**src/rtl/input_buffer_reader_pkg.sv**
```systemverilog
`default_nettype none
// +----------------------------------------------------------------------------+
// | Package    : input_buffer_pkg                                              |
// | Description: Shared sizes, FSM encoding and lane helpers for the           |
// |              systolic-array input buffer read-side controller.             |
// | Revision   : 1.0  initial release                                          |
// +----------------------------------------------------------------------------+
package input_buffer_pkg;

  localparam int LANES = 16;
  localparam int DW    = 32;
  localparam int AW    = 5;
  localparam int DEPTH = 32;

  // Row-count ceiling expressed in the width of the num_rows port
  localparam logic [AW:0] DEPTH_ROWS = (AW+1)'(DEPTH);

  typedef enum logic [1:0] {
    ST_IDLE  = 2'd0,
    ST_READ  = 2'd1,
    ST_DRAIN = 2'd2,
    ST_DONE  = 2'd3
  } state_t;

  // Extract lane idx from a full buffer row
  function automatic logic [DW-1:0] lane_slice(input logic [LANES*DW-1:0] row, input int idx);
    return row[DW*idx +: DW];
  endfunction

  // Requests larger than the buffer read every row exactly once
  function automatic logic [AW:0] clamp_rows(input logic [AW:0] n);
    return (n > DEPTH_ROWS) ? DEPTH_ROWS : n;
  endfunction

endpackage
`default_nettype wire

```
**src/rtl/skew_delay_line.sv**
```systemverilog
`default_nettype none
// +----------------------------------------------------------------------------+
// | Module     : skew_delay_line                                               |
// | Description: DELAY-stage data+valid shift register; DELAY=0 passes through.|
// |              Reports whether any non-output stage still holds valid data.  |
// | Revision   : 1.0  initial release                                          |
// +----------------------------------------------------------------------------+
module skew_delay_line #(
  parameter int DW    = 32,
  parameter int DELAY = 1
) (
  input  logic          CLK,
  input  logic          RESET,
  input  logic [DW-1:0] in_data,
  input  logic          in_valid,
  output logic [DW-1:0] out_data,
  output logic          out_valid,
  output logic          pending
);

  generate
    if (DELAY == 0) begin : g_pass
      logic unused_clk_rst;
      assign unused_clk_rst = CLK & RESET;
      assign out_data  = in_data;
      assign out_valid = in_valid;
      assign pending   = 1'b0;
    end else begin : g_delay
      logic [DW-1:0]    data_sr [DELAY];
      logic [DELAY-1:0] valid_sr;

      // Shift data and valid one stage per cycle; reset discards contents
      always_ff @(posedge CLK or negedge RESET) begin
        if (!RESET) begin
          for (int s = 0; s < DELAY; s++) data_sr[s] <= '0;
          valid_sr <= '0;
        end else begin
          data_sr[0]  <= in_data;
          valid_sr[0] <= in_valid;
          for (int s = 1; s < DELAY; s++) begin
            data_sr[s]  <= data_sr[s-1];
            valid_sr[s] <= valid_sr[s-1];
          end
        end
      end

      assign out_data  = data_sr[DELAY-1];
      assign out_valid = valid_sr[DELAY-1];

      // The output stage itself is not "pending": it is already visible
      if (DELAY == 1) begin : g_single
        assign pending = 1'b0;
      end else begin : g_multi
        assign pending = |valid_sr[DELAY-2:0];
      end
    end
  endgenerate

endmodule
`default_nettype wire

```
**src/rtl/input_buffer_reader.sv**
```systemverilog
`default_nettype none
// +----------------------------------------------------------------------------+
// | Module     : input_buffer_reader                                           |
// | Description: Reads N consecutive input-buffer rows (wrapping) and presents |
// |              them as a diagonally skewed wavefront, lane i delayed i.      |
// | Revision   : 1.0  initial release                                          |
// +----------------------------------------------------------------------------+
module input_buffer_reader
  import input_buffer_pkg::*;
(
  input  logic                CLK,
  input  logic                RESET,
  input  logic                start,
  input  logic [AW-1:0]       base_addr,
  input  logic [AW:0]         num_rows,
  output logic                busy,
  output logic                done,
  output logic                buf_CEN,
  output logic                buf_WEN,
  output logic                buf_RETN,
  output logic [AW-1:0]       buf_A,
  input  logic [LANES*DW-1:0] buf_Q,
  output logic [LANES*DW-1:0] lane_data,
  output logic [LANES-1:0]    lane_valid
);

  state_t              state;
  state_t              next_state;
  logic [AW-1:0]       addr_cnt;
  logic [AW:0]         rows_left;
  logic [AW:0]         rows_clamped;
  logic                rd_pend;
  logic [LANES*DW-1:0] stage0;
  logic                stage0_valid;
  logic [LANES-1:0]    lane_pending;
  logic                drain_empty;

  assign rows_clamped = clamp_rows(num_rows);
  assign drain_empty  = !rd_pend && !stage0_valid && !(|lane_pending);
  assign busy         = (state != ST_IDLE);
  assign done         = (state == ST_DONE);
  assign buf_WEN      = 1'b1;

  // State register
  always_ff @(posedge CLK or negedge RESET) begin
    if (!RESET) state <= ST_IDLE;
    else        state <= next_state;
  end

  // Next-state logic; a zero-row request passes through DRAIN (already empty)
  // so its done pulse lands two cycles after acceptance
  always_comb begin
    next_state = state;
    case (state)
      ST_IDLE:  if (start) next_state = (rows_clamped != '0) ? ST_READ : ST_DRAIN;
      ST_READ:  if (rows_left == '0) next_state = ST_DRAIN;
      ST_DRAIN: if (drain_empty) next_state = ST_DONE;
      ST_DONE:  next_state = ST_IDLE;
      default:  next_state = ST_IDLE;
    endcase
  end

  // Address issue: first row on acceptance, then one row per cycle in READ
  always_ff @(posedge CLK or negedge RESET) begin
    if (!RESET) begin
      buf_CEN   <= 1'b1;
      buf_A     <= '0;
      addr_cnt  <= '0;
      rows_left <= '0;
    end else begin
      buf_CEN <= 1'b1;
      if (state == ST_IDLE && start && rows_clamped != '0) begin
        buf_CEN   <= 1'b0;
        buf_A     <= base_addr;
        addr_cnt  <= base_addr + AW'(1);
        rows_left <= rows_clamped - (AW+1)'(1);
      end else if (state == ST_READ && rows_left != '0) begin
        buf_CEN   <= 1'b0;
        buf_A     <= addr_cnt;
        addr_cnt  <= addr_cnt + AW'(1);
        rows_left <= rows_left - (AW+1)'(1);
      end
    end
  end

  // Retention enable, read-data tracking and stage-0 capture of buf_Q
  always_ff @(posedge CLK or negedge RESET) begin
    if (!RESET) begin
      buf_RETN     <= 1'b0;
      rd_pend      <= 1'b0;
      stage0       <= '0;
      stage0_valid <= 1'b0;
    end else begin
      buf_RETN     <= 1'b1;
      rd_pend      <= !buf_CEN;
      stage0       <= buf_Q;
      stage0_valid <= rd_pend;
    end
  end

  generate
    for (genvar i = 0; i < LANES; i++) begin : g_lane
      logic [DW-1:0] lane_in;
      // Invalid slots carry zero so idle lanes read as zero
      assign lane_in = stage0_valid ? lane_slice(stage0, i) : '0;

      skew_delay_line #(
        .DW    (DW),
        .DELAY (i)
      ) u_skew (
        .CLK       (CLK),
        .RESET     (RESET),
        .in_data   (lane_in),
        .in_valid  (stage0_valid),
        .out_data  (lane_data[DW*i +: DW]),
        .out_valid (lane_valid[i]),
        .pending   (lane_pending[i])
      );
    end
  endgenerate

endmodule
`default_nettype wire

```
**config.mk**
```make
export PLATFORM = sky130hd
export DESIGN_NAME = input_buffer_reader
export DESIGN_NICKNAME = d
export VERILOG_FILES = /design/src/rtl/input_buffer_reader_pkg.sv /design/src/rtl/skew_delay_line.sv /design/src/rtl/input_buffer_reader.sv
export SDC_FILE = /design/constraint.sdc
export NUM_CORES = 2
export LEC_CHECK = 0
export CORE_UTILIZATION = 40
export CTS_CLUSTER_SIZE = 40
export DETAILED_ROUTE_END_ITERATION = 6
export PLACE_DENSITY_LB_ADDON = 0.08
export RECOVER_POWER = 100
export SYNTH_ARGS = -nofsm -noshare
export SYNTH_HDL_FRONTEND = slang
export SYNTH_SLANG_ARGS = --single-unit
```
**constraint.sdc**
```tcl
create_clock -name CLK -period 6.95 [get_ports CLK]
set_input_delay 1.39 -clock CLK [delete_from_list [all_inputs] [get_ports CLK]]
set_output_delay 1.39 -clock CLK [all_outputs]
set_load 0.1 [all_outputs]
```
==> impl_metrics.tcl <==
set metrics [dict create \
    p_per_area_nw_per_um2 450.4 \
    drt_wl_total_um 194300 \
    ff2ff_setup_slack_ps 1690 \
    io_buffer_count 1062 \
    grt_pass1_wl_um 298500 \
    ir_worst_vdd_uv 328.3 \
    worst-r2r-cell-count 3 \
    die_h_um 544.1 \
    synth_edf_count 0 \
    fillers 23840 \
    htree_levels 5 \
    setup_violations 0 \
    holdBufCountCts 0 \
    cp.arrival_ps 6270 \
    synth_ff_type "dfrtp_1" \
    worstReg2RegEnd "g_lane[13].u_skew.g_delay.data_sr[385]" \
    hold_ws_ps 298.8 \
    hold_viol 0 \
    overflow 0 \
    viasPerCell 4.053 \
    drtPass1Iterations 4 \
    synth_cell_types 42 \
    grt_max_degree 185 \
    period_share_pct 76.51 \
    endpoint "g_lane[9].u_skew.g_delay.data_sr[158]" \
    mostFrequentLayoutCells "dfrtp_1 (4387), dlygate4sd3_1 (1027), clkbuf_16 (436), and2_0 (287), and2_1 (226)" \
    cts-root-buf "clkbuf_16" \
    worst-path-buf-inv 3 \
    die_area_um2 296000 \
    drt_iter0_drc 2529 \
    place_area_um2 130100 \
    cts_tree "built" \
    outcome "finished, violations left" \
    cp_slowest_stage_delay_ps 2410 \
    cts_resized 0 \
    p_leak_nw 72.07 \
    setup_tns_ps 0 \
    coreArea_um2 291600 \
    yosysTopAreaCellShare_pct 93.43 \
    antenna_left 0 \
    drc 0 \
    clkLatencyLatePin_ps 940 \
    antenna_found_initial 162 \
    clock.fmax_ghz 0.1881 \
    hpwlAfterDp_um 120600 \
    min_path_type "register to register" \
    avgSynthCellArea_um2 21.23 \
    fin_nets 7107 \
    cp-start-kind "primary input" \
    synth_warnings 0 \
    cpMaxStageDelayCell "clkbuf_2" \
    fp.dieW_um 544.1 \
    wl_per_cell_um 17.87 \
    multi_input_area_um2 3925 \
    clk_pin_slew_worst_paths_ps 60 \
    drv_cap 35 \
    place_congestion 0.7837 \
    yosysSeqAreaShare_pct 93.45 \
    yosysTopAreaCell "dfrtp_1" \
    seq_area_um2 109800 \
    final_common_cell "dfrtp_1" \
    start_util_pct 40.31 \
    postCtsSetupBuffers 0 \
    finClkSkew_ps 48.66 \
    design_area_um2 144800 \
    violations "capacitance limit, slew limit" \
    ios 1064 \
    p_total_mw 65.22 \
    cp_common_cell "clkbuf_2" \
    ys_ff_latch 4389 \
    cp-startpoint "RESET" \
    relSlewSlack_pct -143.6 \
    first_global_vias 48230 \
    numCtsBuffers 433 \
    timing.rr.start "stage0_valid" \
    clk_path_buf_depth 4 \
    critPathTopFamily "buffers and inverters" \
    required_ps 7900 \
    dr_total_vias 44070 \
    path_depth 3 \
    synth_area_leaders "dfrtp_1 (93%), buf_4 (3.0%), and2_1 (2.7%)" \
    track_usage_pct 13.40 \
    drive_gt1_share_pct 11.04 \
    netlist_instances 5536 \
    layout-area-overhead-vs-synth_pct 23.20 \
    worstPathMaxFanout 125 \
    cts_num_sinks 4389 \
    rsz0062_at_grt "false" \
    worstPathCellList "clkbuf_2, clkbuf_2, buf_12" \
    min_period_ps 5318 \
    max_slew.worst_pin.slew_ps 3654 \
    worstSetupEndpointType "asynchronous set/reset pin" \
    path_class "primary input to asynchronous set/reset pin" \
    async_reset_ff_share_pct 100.0 \
    utilization_pct 49.66 \
    synth.cell_area_um2 117500 \
    row_count 198 \
    slew_violations 1794 \
]
## worst register-to-register path, delay by kind of cell (launching register included)
kind	cells	cell delay, ps
buf+inv	2	3850
flops	1	850
simple gates	1	440
## kinds of logic after synthesis
kind of cell	Yosys count	synth area share, %
flops	4389	93.45
simple gates	553	2.914
buf+inv	534	3.205
compound gates	42	0.2693
fa+ha+maj	7	0.07452
mux	6	0.05536
xor+xnor	4	0.02981
other cells	1	0.003191
## registers in the layout (all words and copies together), names as in the netlist, 2 cells and up
register                        count
buf_A                               5
g_lane.u_skew.out_data            480
stage0                            512
state                               2
g_lane.u_skew.g_delay.valid_sr     15
g_lane.u_skew.g_delay.data_sr    3360
addr_cnt                            5
rows_left                           6
## area by class of cell
cell class / instances / share of cell area, %
multi-input cells: 614 / 2.711
clock inverters: 164 / 1.516
well taps: 3900 / 3.370
diodes: 42 / 0.07259
flip-flops and latches: 4389 / 75.85
inverters: 7 / 0.01815
clock buffers: 628 / 8.772
repair buffers: 1129 / 7.685
## power breakdown
group	total [mW]	internal [mW]	switching [mW]
clock	23.6	14.2	9.43
combinational	9.21	1.61	7.60
sequential	32.4	30.9	1.48
## cell usage after synthesis, types with 2 or more instances
library cell / n
or4_1: 4
a32o_1: 2
buf_6: 2
a31oi_1: 4
a21oi_1: 5
nand3_1: 6
nor3_1: 2
buf_4: 465
nor4b_1: 2
nand2b_1: 2
o21ai_0: 13
nor2_1: 6
buf_2: 2
and2_1: 513
mux2i_1: 5
dfrtp_1: 4388
ha_1: 7
inv_1: 7
a221oi_1: 2
a22oi_1: 3
or3_2: 2
a32oi_1: 3
clkbuf_1: 58
xor2_1: 3
nand2_1: 13
## routing by layer
layer | up-vias | track usage (%) | share of wire, %
met1 | 23250 | 16.38 | 38
met4 | 74 | 4.789 | 3.5
met5 | - | 0 | 0.25
met2 | 1328 | 21.46 | 49
li1 | 18830 | - | -
met3 | 590 | 5.462 | 9.4
## worst min-delay path by stage
stage | from | cells past startpoint | endpoint
final | g_lane[11].u_skew.g_delay.data_sr[85] | 0 | g_lane[11].u_skew.g_delay.data_sr[53]
after detailed placement | g_lane[10].u_skew.g_delay.data_sr[136] | 0 | g_lane[10].u_skew.g_delay.data_sr[104]
after global placement | g_lane[14].u_skew.g_delay.data_sr[216] | 0 | g_lane[14].u_skew.g_delay.data_sr[184]
after CTS | g_lane[11].u_skew.g_delay.data_sr[85] | 0 | g_lane[11].u_skew.g_delay.data_sr[53]
after floorplan | g_lane[10].u_skew.g_delay.data_sr[132] | 0 | g_lane[10].u_skew.g_delay.data_sr[100]
after global routing | g_lane[12].u_skew.g_delay.data_sr[363] | 0 | g_lane[12].u_skew.g_delay.data_sr[331]
## through the flow
step           std cells  setup WS [ps]
6_report           10870           1633
5_1_grt            10850          736.3
4_1_cts            10830           1496
3_5_place_dp       10040           2468
3_3_place_gp       10040           2561
2_1_floorplan       5537           3475
Note: power is estimated with default switching activity, not from simulation.
